`src/rtl/digi_readout_sched.sv`:
```
// Readout scheduler for NCH digitizer slices.
// On a trigger it walks the enabled channels in ascending order, reads
// `howmany` words from each one and emits a framed stream:
// header, samples, ..., trailer. The output goes through a 2-entry FIFO
// that uses a valid/ready handshake.
module digi_readout_sched #(
    parameter int NCH     = 4,
    parameter int WIDTH   = 16,
    parameter int SIZE    = 8,
    parameter int TIMEOUT = 255
) (
    input  logic                 CK50,
    input  logic                 RST_n,
    input  logic                 TRIGGER,
    input  logic [NCH-1:0]       ch_mask,
    input  logic [SIZE-1:0]      howmany,
    input  logic [NCH-1:0]       ch_rodone_n,
    input  logic [NCH*WIDTH-1:0] ch_dout,
    output logic [NCH-1:0]       ch_rd_request,
    output logic [WIDTH-1:0]     ro_data,
    output logic                 ro_valid,
    input  logic                 ro_ready,
    output logic                 ro_last,
    output logic                 busy,
    output logic                 trig_lost,
    output logic                 timeout_err
);

    localparam int CHW = (NCH > 1) ? $clog2(NCH) : 1;
    localparam int TW  = $clog2(TIMEOUT + 1);

    typedef enum logic [2:0] {IDLE, HDR, READ, WAITDN, NEXT, TRL} state_t;

    state_t            state_q, state_d;
    logic [CHW-1:0]    ch_q;
    logic [NCH-1:0]    mask_q;
    logic [SIZE-1:0]   hm_q;
    logic [SIZE:0]     req_cnt, rcv_cnt;
    logic [TW-1:0]     tmr;
    logic              trl_sent;
    logic              inflight;

    // output FIFO: two entries of {last, data}
    logic [1:0][WIDTH:0] mem;
    logic              wr_ptr, rd_ptr;
    logic [1:0]        fifo_cnt;

    logic              pop, push, fifo_room;
    logic [WIDTH:0]    push_word;
    logic              accept, hdr_push, trl_push, rd_req_en, tmo;
    logic [CHW-1:0]    first_ch, nxt_ch;
    logic              nxt_found;
    logic [WIDTH-1:0]  sample;

    assign ro_valid  = (fifo_cnt != 2'd0);
    assign ro_data   = mem[rd_ptr][WIDTH-1:0];
    assign ro_last   = ro_valid & mem[rd_ptr][WIDTH];
    assign pop       = ro_valid & ro_ready;
    assign fifo_room = (fifo_cnt != 2'd2) | pop;
    assign busy      = (state_q != IDLE);
    assign sample    = ch_dout[int'(ch_q)*WIDTH +: WIDTH];

    // Lowest enabled channel at trigger time, and the next enabled channel above ch_q
    always_comb begin
        first_ch  = '0;
        nxt_ch    = '0;
        nxt_found = 1'b0;
        for (int i = NCH-1; i >= 0; i--) begin
            if (ch_mask[i])
                first_ch = CHW'(i);
            if (mask_q[i] && (i > int'(ch_q))) begin
                nxt_ch    = CHW'(i);
                nxt_found = 1'b1;
            end
        end
    end

    // Next-state and control strobes
    always_comb begin
        state_d   = state_q;
        accept    = 1'b0;
        hdr_push  = 1'b0;
        trl_push  = 1'b0;
        rd_req_en = 1'b0;
        tmo       = 1'b0;
        case (state_q)
            IDLE: begin
                if (TRIGGER && (|ch_mask)) begin
                    accept  = 1'b1;
                    state_d = HDR;
                end
            end
            HDR: begin
                if (fifo_room) begin
                    hdr_push = 1'b1;
                    state_d  = (hm_q == '0) ? NEXT : READ;
                end
            end
            READ: begin
                if (rcv_cnt == {1'b0, hm_q})
                    state_d = WAITDN;
                // a strobe is issued only if the word it returns is sure to have a FIFO slot
                else if ((req_cnt < {1'b0, hm_q}) &&
                         (({1'b0, fifo_cnt} + {2'b00, inflight}) < 3'd2))
                    rd_req_en = 1'b1;
            end
            WAITDN: begin
                if (!ch_rodone_n[ch_q])
                    state_d = NEXT;
                else if (tmr == TW'(TIMEOUT - 1)) begin
                    tmo     = 1'b1;
                    state_d = NEXT;
                end
            end
            NEXT: begin
                state_d = nxt_found ? HDR : TRL;
            end
            TRL: begin
                if (!trl_sent && fifo_room)
                    trl_push = 1'b1;
                // leave only once the trailer has actually left the FIFO
                if (pop && mem[rd_ptr][WIDTH])
                    state_d = IDLE;
            end
            default: state_d = IDLE;
        endcase
    end

    assign ch_rd_request = rd_req_en ? (NCH'(1) << ch_q) : '0;

    // FIFO write data: a returning sample, a header or the trailer (never two at once)
    always_comb begin
        push      = inflight | hdr_push | trl_push;
        push_word = {1'b0, sample};
        if (hdr_push)
            push_word = {1'b0, 4'hA, 4'(ch_q), (WIDTH-8)'(hm_q)};
        else if (trl_push)
            push_word = {1'b1, 4'hE, 3'b000, timeout_err, {(WIDTH-8){1'b0}}};
    end

    // FSM state register
    always_ff @(posedge CK50 or negedge RST_n) begin
        if (!RST_n)
            state_q <= IDLE;
        else
            state_q <= state_d;
    end

    // Event context, per-channel counters, timeout timer and status flags
    always_ff @(posedge CK50 or negedge RST_n) begin
        if (!RST_n) begin
            ch_q        <= '0;
            mask_q      <= '0;
            hm_q        <= '0;
            req_cnt     <= '0;
            rcv_cnt     <= '0;
            tmr         <= '0;
            trl_sent    <= 1'b0;
            inflight    <= 1'b0;
            timeout_err <= 1'b0;
            trig_lost   <= 1'b0;
        end else begin
            inflight  <= rd_req_en;
            trig_lost <= TRIGGER & (state_q != IDLE);
            if (accept) begin
                mask_q      <= ch_mask;
                hm_q        <= howmany;
                ch_q        <= first_ch;
                timeout_err <= 1'b0;
                trl_sent    <= 1'b0;
            end else if (state_q == NEXT && nxt_found) begin
                ch_q <= nxt_ch;
            end
            if (hdr_push) begin
                req_cnt <= '0;
                rcv_cnt <= '0;
            end else begin
                if (rd_req_en) req_cnt <= req_cnt + 1'b1;
                if (inflight)  rcv_cnt <= rcv_cnt + 1'b1;
            end
            tmr <= (state_q == WAITDN) ? tmr + 1'b1 : '0;
            if (tmo)      timeout_err <= 1'b1;
            if (trl_push) trl_sent    <= 1'b1;
        end
    end

    // Output FIFO storage and occupancy
    always_ff @(posedge CK50 or negedge RST_n) begin
        if (!RST_n) begin
            mem      <= '0;
            wr_ptr   <= 1'b0;
            rd_ptr   <= 1'b0;
            fifo_cnt <= 2'd0;
        end else begin
            if (push) begin
                mem[wr_ptr] <= push_word;
                wr_ptr      <= ~wr_ptr;
            end
            if (pop)
                rd_ptr <= ~rd_ptr;
            case ({push, pop})
                2'b10:   fifo_cnt <= fifo_cnt + 2'd1;
                2'b01:   fifo_cnt <= fifo_cnt - 2'd1;
                default: fifo_cnt <= fifo_cnt;
            endcase
        end
    end

endmodule

```
`config.mk`:
```
export PLATFORM = sky130hd
export DESIGN_NAME = digi_readout_sched
export DESIGN_NICKNAME = d
export VERILOG_FILES = /design/src/rtl/digi_readout_sched.sv
export SDC_FILE = /design/constraint.sdc
export NUM_CORES = 1
export LEC_CHECK = 0
export ABC_AREA = 1
export CORE_MARGIN = 10
export CORE_UTILIZATION = 48
export CTS_BUF_LIST = sky130_fd_sc_hd__clkbuf_8
export CTS_CLUSTER_SIZE = 24
export DETAILED_ROUTE_END_ITERATION = 8
export PLACE_DENSITY = 0.79
export SLEW_MARGIN = 5
export SYNTH_ARGS = -nofsm -noshare
export SYNTH_HDL_FRONTEND = slang
export SYNTH_SLANG_ARGS = --single-unit
```
`constraint.sdc`:
```
create_clock -name CK50 -period 2.15 [get_ports CK50]
set_clock_uncertainty 0.05 [all_clocks]
set_input_delay 0.43 -clock CK50 [delete_from_list [all_inputs] [get_ports CK50]]
set_output_delay 0.43 -clock CK50 [all_outputs]
set_load 0.03 [all_outputs]
```
==> key figures, run 1 <==
Timing
  – Max Fclk: around 400 MHz
  – RSZ-0062 raised after global routing: true
  – Max-slew violation count: 0
  – Final Setup Violations: 4
  – Setup WS post-layout: -0.3510 ns
  – Slew headroom: 0.6284
  – Tcrit/Tclk final: 1.163
  – Final Hold Viols: 0
  – Post-layout min period: around 2.5 ns
  – Actual slew at the worst max-slew pin: about 0.56 ns

Min path
  – Hold/Removal Path Class: in -> async

Setup path
  – Crit-path slowest cell: dfrtp_1
  – WS Path Type: reg -> out
  – R2r endpoint: fifo_cnt[1]
  – CP cell instances: ha_4 -> nor3_1 -> nand3b_1 -> a21oi_4 -> nand3_4 -> nor2_4 -> buf_6
  – CP peak stage delay: 0.43 ns
  – Setup crit start: req_cnt[7]
  – CP required: 1.67 ns
  – Reg2Reg Depth: 11
  – Element type at the critical path end: output pin
  – R2r startpoint: fifo_cnt[0]
  – Crit path DAT: 2.02 ns
  – CP Launch Type: flop
  – Max FO, Critical Path: 5
  – Reg-to-reg slack, setup: around 0.090 ns
  – Delay-heaviest family, CP: simple AND/OR/NAND/NOR gates
  – Worst Path Buf+Inv: 1

Global routing
  – Grt ovf: 0
  – First-pass GRT wire length: roughly 25000 µm
  – Largest net degree at the start of global routing: 42
  – Total GRT Usage: 0.2036
  – Initial antenna violation count: 0
  – Number of global-route vias before repair: 5087

Place
  – Gpl congestion: 0.8808
  – Cell area after placement: 6455 µm²
  – HPWL after detailed placement: 11300 µm
  – IO buf count: between 100 and 150
  – Placed cells: 948

Yosys
  – EDFF count, synth: 0
  – Post-synthesis cell type count: 35
  – Register bit total from synthesis: 84
  – Commonest cells in the netlist: nand2_1, dfrtp_1, inv_1
  – Multiplexer share of the synthesized area: 0
  – Compound-Gate Fraction of Synth Area: 0.09990
  – Top post-synthesis cells by area: dfrtp_1, nand2_1, inv_1
  – Simple logic cell fraction of the synthesized area: 0.3404
  – Yosys top cell area share: 0.4249
  – Synth warn: 0
  – Largest family of logic cells by synthesized area: simple AND/OR/NAND/NOR gates
  – Cells after Synth: just under 700
  – Synth Area per Inst: roughly 7.2 µm²
  – Cell Area, Synth: 4947 µm²
  – Synth Area in Adders: 0.03035
  – Post-Synth XOR/XNOR Area: 0.02124
  – Count leader, synth: nand2_1
  – Most used DFF post-synth: dfrtp_1
  – Syn_nets: slightly below 800
  – Sequential area share after synthesis: 0.4249
  – Cell taking the most area after synthesis: dfrtp_1
  – Async set-or-reset flop fraction in the synthesized netlist: 1.000

Drt
  – Routed vias: around 5.1k
  – DRC: 0
  – Vias per cell: about 5.2
  – Pre-antenna DRT Iters: 7
  – ANT nets after route: 0
  – Iter 0 DRT Violations: around 380
  – DR WL/cell: between 15 and 20 µm
  – Post-Route WL: around 15000 µm

Finish
  – Layout Area Growth over Synthesis: 37.51%
  – Finished Cell Area: 6803 µm²
  – Final layout net count: just over 900
  – Diode count: 0
  – Fin cells: ~970
  – # fillers: 863
  – Layout cells sized above 1: 0.1531

Clocking
  – Clock Path Buffers: 2
  – CTS tree: yes
  – Clk Latency, worst-skew pair: approximately 0.35 ns
  – CTS Sinks: 84
  – Root Driver: clkbuf_8
  – H-tree depth: 3
  – Reg clk slew, reported paths: around 0.080 ns
  – Number of buffers created by CTS: 9

Run
  – Max-Cap Viols: 0

Floorplanning
  – Row count: 37
  – Die W: roughly 120 µm
  – Die Span Y: between 100 and 150 µm
  – Core footprint: roughly 10000 µm²
  – Boundary pin count: about 110
  – Die area: around 15000 µm²
  – Initial Utilization: 0.4857

Run status
  – Failing checks: negative setup slack
  – Status: finished, violations left

Pwr
  – Worst vdd ir: between 0.8 and 0.9 mV
  – Cell Pwr Density: about 1300 nW/µm²
  – Total power: 9.089 mW
  – Leakage: about 3.4 nW
cells in the final DEF (no fill, tap or decap), types with 3 or more instances in the layout:
master / Yosys / routed
a21oi_1: 18 / 15
buf_6: 5 / 4
nand2_1: 267 / 261
buf_12: 0 / 5
xor2_1: 7 / 7
nor2_1: 46 / 40
dlygate4sd2_1: 0 / 4
nand2_4: 3 / 4
a22oi_1: 11 / 11
nor3_1: 15 / 15
inv_1: 65 / 56
xnor2_1: 5 / 5
clkdlybuf4s15_1: 0 / 7
o21ai_1: 4 / 5
nand4_1: 18 / 18
nor2_2: 3 / 5
o21ai_0: 48 / 47
inv_2: 7 / 15
nor2_4: 0 / 4
nand3_1: 35 / 33
buf_4: 1 / 49
ha_4: 0 / 5
dfrtp_1: 84 / 83
clkinv_2: 0 / 3
nand2_2: 0 / 5
a21oi_2: 1 / 3
clkbuf_2: 1 / 3
ha_1: 12 / 7
clkbuf_8: 0 / 10
clkdlybuf4s50_1: 0 / 84
worst register-to-register path: stages (launching register included):
cell and delay (ns):
dfrtp_1 0.54, nor2_1 0.08, nand2_1 0.12, inv_2 0.08
nor2_8 0.14, nor2_8 0.05, nand2_4 0.05, inv_1 0.05
ha_1 0.32, a21oi_2 0.16, o21ai_0 0.14, xor2_1 0.16
area by class of cell:
class                           instances  area [µm²]  share of cell area
Timing Repair Buffer                  156        1474              0.2167
Clock inverter                          5       52.55            0.007725
Clock buffer                           10       137.6             0.02023
Tap cell                              136       170.2             0.02501
Multi-Input combinational cell        508        2587              0.3804
Sequential cell                        84        2103              0.3092
Inverter                               73       277.8             0.04083
state kept, by name, indices dropped and copies added, names as in the netlist:
register and count:
mem 34, rcv_cnt 9, req_cnt 9, hm_q 8
tmr 8, mask_q 3, state_q 3, ch_q 2
fifo_cnt 2, inflight 1, rd_ptr 1, timeout_err 1
trig_lost 1, trl_sent 1, wr_ptr 1
how the worst max path moves through the flow:
stage,depth (start not counted),end
after CTS,9,ch_rd_request[3]
after global routing,10,ch_rd_request[3]
after floorplan,9,ch_rd_request[0]
after global placement,12,fifo_cnt[1]
final,7,ch_rd_request[3]
after detailed placement,12,fifo_cnt[1]
stage by stage:
stage / utilization / hold WS, ns / TNS [ns] / setup WS (ns)
final: 0.6679 / 0.01569 / -1.361 / -0.3510
after global routing: 0.6679 / 0.03700 / -1.599 / -0.4038
after CTS: 0.6608 / 0.02694 / -1.208 / -0.3213
after detailed placement: 0.6338 / 0.4084 / -1.442 / -0.2117
after global placement: 0.6338 / 0.3992 / -0.3279 / -0.1193
after floorplan: - / 0.08441 / -0.04441 / -0.02854
where the power goes:
| part | switching [mW] | internal (mW) | leakage (nW) |
|---|---|---|---|
| Clock | 0.575 | 0.557 | 0.0979 |
| Combinational | 3.42 | 2.05 | 2.21 |
| Sequential | 0.378 | 2.11 | 1.09 |
| Total | 4.37 | 4.71 | 3.40 |
logic make-up (layout without fill, tap and decap cells):
family	count (synthesis)	count (layout)
compound gates	89	89
xor+xnor	12	12
fa+ha+maj	12	12
buf+inv	95	244
flops	84	84
simple gates	395	395
per-layer routing:
metal	wire [µm]	track usage	vias up
met5	0	0	-
met4	450	0.08346	0
met3	780	0.03397	27
met2	7669	0.3579	153
met1	6285	0.2408	2425
li1	-	-	2482
timing repair:
item,CTS,global route
hold buffers,0,0
pin swaps,8,10
endpoints found under the setup margin,19,15
cloned,0,0
setup buffers,4,5
resized for setup,30,24
endpoints found under the hold margin,0,0
Note: power is estimated with default switching activity, not from simulation.
==> run 2, diff against run 1 <==
GPL_ROUTABILITY_DRIVEN = 0   (was default)
PLACE_DENSITY = 0.85   (was 0.79)
==> key figures, run 2 (same netlist as run 1, synthesis figures left out) <==
Floorplanning
  – Die Span Y: 121.5 µm (unchanged)
  – Die area: 14770 µm² (unchanged)
  – Die W: 121.5 µm (unchanged)
  – Boundary pin count: 109 (unchanged)
  – Row count: 37 (unchanged)
  – Core footprint: 10180 µm² (unchanged)
  – Initial Utilization: 0.4857 (unchanged)

Place
  – Placed cells: 953 (was 948)
  – Cell area after placement: 6505 µm² (was 6455 µm²)
  – HPWL after detailed placement: 11530 µm (was 11300 µm)
  – Pre-CTS WS: -0.2170 ns (was -0.2117 ns)
  – IO buf count: 108 (unchanged)

Pwr
  – Int Pwr: 4.678 mW (was 4.714 mW)
  – Sequential share of power: 0.275 (was 0.274)
  – Sw Share: 0.4787 (was 0.4814)
  – Part of the power in the clock network: 0.120 (was 0.125)
  – Comb power frac: 0.605 (was 0.602)
  – Psw: 4.295 mW (was 4.375 mW)
  – Leakage: 3.422 nW (was 3.400 nW)
  – Worst vdd ir: 0.8306 mV (was 0.8370 mV)
  – Cell Pwr Density: 1316 nW/µm² (was 1336 nW/µm²)

Min path
  – WHS Path Cells: 1
  – Hold/Removal Path Class: reg -> reg (was in -> async)
  – HP Start: tmr[0]
  – Worst Hold Endpoint: tmr[0]

Finish
  – Regs by FF count: mem: 34 flops, rcv_cnt: 9 flops, req_cnt: 9 flops (unchanged)
  – Finished Cell Area: 6822 µm² (was 6803 µm²)
  – Fin cells: 974 (was 972)
  – Commonest non-fill, non-tap cell in the layout: nand2_1 (unchanged)
  – Commonest cells after routing, fill and taps aside: nand2_1, dfrtp_1, clkdlybuf4s50_1 (was nand2_1, clkdlybuf4s50_1, dfrtp_1)
  – Max reg flops: 34 (unchanged)
  – Biggest register: mem (unchanged)
  – Layout cells sized above 1: 0.1420 (was 0.1531)
  – # fillers: 814 (was 863)
  – Diode count: 0 (unchanged)
  – Final layout net count: 929 (was 928)
  – Layout Area Growth over Synthesis: 37.89% (was 37.51%)
  – Post-layout util: 0.6698 (was 0.6679)

Clocking
  – Number of buffers created by CTS: 9 (unchanged)
  – CTS tree: yes (unchanged)
  – Root Driver: clkbuf_8 (unchanged)
  – Clock Path Buffers: 2 (unchanged)
  – Clk Latency, worst-skew pair: 0.35 ns (about the same)
  – CTS Sinks: 84 (unchanged)
  – H-tree depth: 3 (unchanged)
  – Reg clk slew, reported paths: 0.08 ns (about the same)

Timing
  – Max-slew violation count: 0 (unchanged)
  – RSZ-0062 raised after global routing: true (unchanged)
  – Slew headroom: 0.6587 (was 0.6284)
  – Final Hold Viols: 0 (unchanged)
  – Setup total negative slack: -1.238 ns (was -1.361 ns)
  – Final Setup Violations: 4 (unchanged)
  – Max Fclk: 406.0 MHz (was 399.8 MHz)
  – Actual slew at the worst max-slew pin: 0.5101 ns (was 0.5575 ns)
  – Setup WS post-layout: -0.3133 ns (was -0.3510 ns)
  – Post-layout min period: 2.463 ns (was 2.501 ns)
  – Tcrit/Tclk final: 1.146 (was 1.163)

Global routing
  – Grt ovf: 0 (unchanged)
  – Initial antenna violation count: 0 (unchanged)
  – Total GRT Usage: 0.2045 (was 0.2036)
  – Largest net degree at the start of global routing: 38 (was 42)
  – Number of global-route vias before repair: 5215 (was 5087)
  – First-pass GRT wire length: 24850 µm (was 24580 µm)

Drt
  – Post-Route WL: 14930 µm (was 15190 µm)
  – DRC: 0 (unchanged)
  – Vias per cell: 5.232 (was 5.234)
  – Iter 0 DRT Violations: 446 (was 384)
  – DR WL/cell: 15.33 µm (was 15.62 µm)
  – Routed vias: 5096 (was 5087)
  – Pre-antenna DRT Iters: 5 (was 7)
  – ANT nets after route: 0 (unchanged)

Setup path
  – CP Launch Type: flop (unchanged)
  – Max FO, Critical Path: 5 (unchanged)
  – WS Path Type: reg -> out (unchanged)
  – R2r startpoint: req_cnt[4] (was fifo_cnt[0])
  – Reg-to-reg slack, setup: 0.02 ns (was 0.09 ns)
  – Element type at the critical path end: output pin (unchanged)
  – Reg2Reg Depth: 11 (unchanged)
  – Crit path DAT: 1.98 ns (was 2.02 ns)
  – R2r endpoint: req_cnt[1] (was fifo_cnt[1])
  – CP required: 1.67 ns (about the same)

Run
  – Max-Cap Viols: 0 (unchanged)

Run status
  – Status: finished, violations left (unchanged)
  – Failing checks: negative setup slack (unchanged)
==> run 2: metrics by stage <==
step / power, mW / hold WS (ns)
floorplan: 5.846 / 0.08441
global placement: 7.619 / 0.3827
detailed placement: 7.806 / 0.3835
CTS: 8.909 / 0.4378
global route: 9.693 / 0.4584
finish: 8.974 / 0.4370
==> run 2: final cells by class <==
class,instances,area [µm²],share of cell area
clock inverters,4,23.77,0.003485
repair buffers,157,1499,0.2197
multi-input cells,508,2584,0.3788
inverters,73,277.8,0.04072
clock buffers,12,165.2,0.02421
flip-flops and latches,84,2102,0.3081
well taps,136,170.2,0.02494
==> run 2: per-layer routing <==
metal	share of wire	global-route usage
met5	0	0
met4	0.024	0.07526
met3	0.061	0.04235
met2	0.52	0.3667
met1	0.39	0.2342
==> run 2: how the worst max path moves through the flow <==
stage                     startpoint                to  slack [ns]
after floorplan           req_cnt[2]  ch_rd_request[0]       -0.03
after global placement      ro_ready       fifo_cnt[1]       -0.16
after detailed placement    ro_ready       fifo_cnt[1]       -0.22
after CTS                    hm_q[4]  ch_rd_request[2]       -0.31
after global routing         hm_q[4]  ch_rd_request[3]       -0.41
final                     req_cnt[4]  ch_rd_request[2]       -0.31
==> run 2: power by group through the flow <==
stage / clock network, mW / logic (mW) / registers (mW)
6_report: 1.07 / 5.43 / 2.47
4_1_cts: 1.09 / 5.35 / 2.47
3_3_place_gp: 0 / 5.16 / 2.46
3_5_place_dp: 0 / 5.32 / 2.49
5_1_grt: 1.15 / 6.01 / 2.53
2_1_floorplan: 0 / 3.44 / 2.41
==> run 2: timing repair <==
action,CTS,global route
endpoints found under the setup margin,18,9
resized for setup,29,11
pin swaps,11,5
hold endpoints to repair,3,0
hold buffers,1,0
setup buffers,3,1
==> run 2: worst max-delay path: stages, from the launching register on <==
cell and delay (ns):
dfrtp_1 0.43, ha_4 0.28, a21oi_4 0.16, nand3_2 0.11, a21oi_4 0.20, nand3_4 0.17
nor2_4 0.14, buf_6 0.14
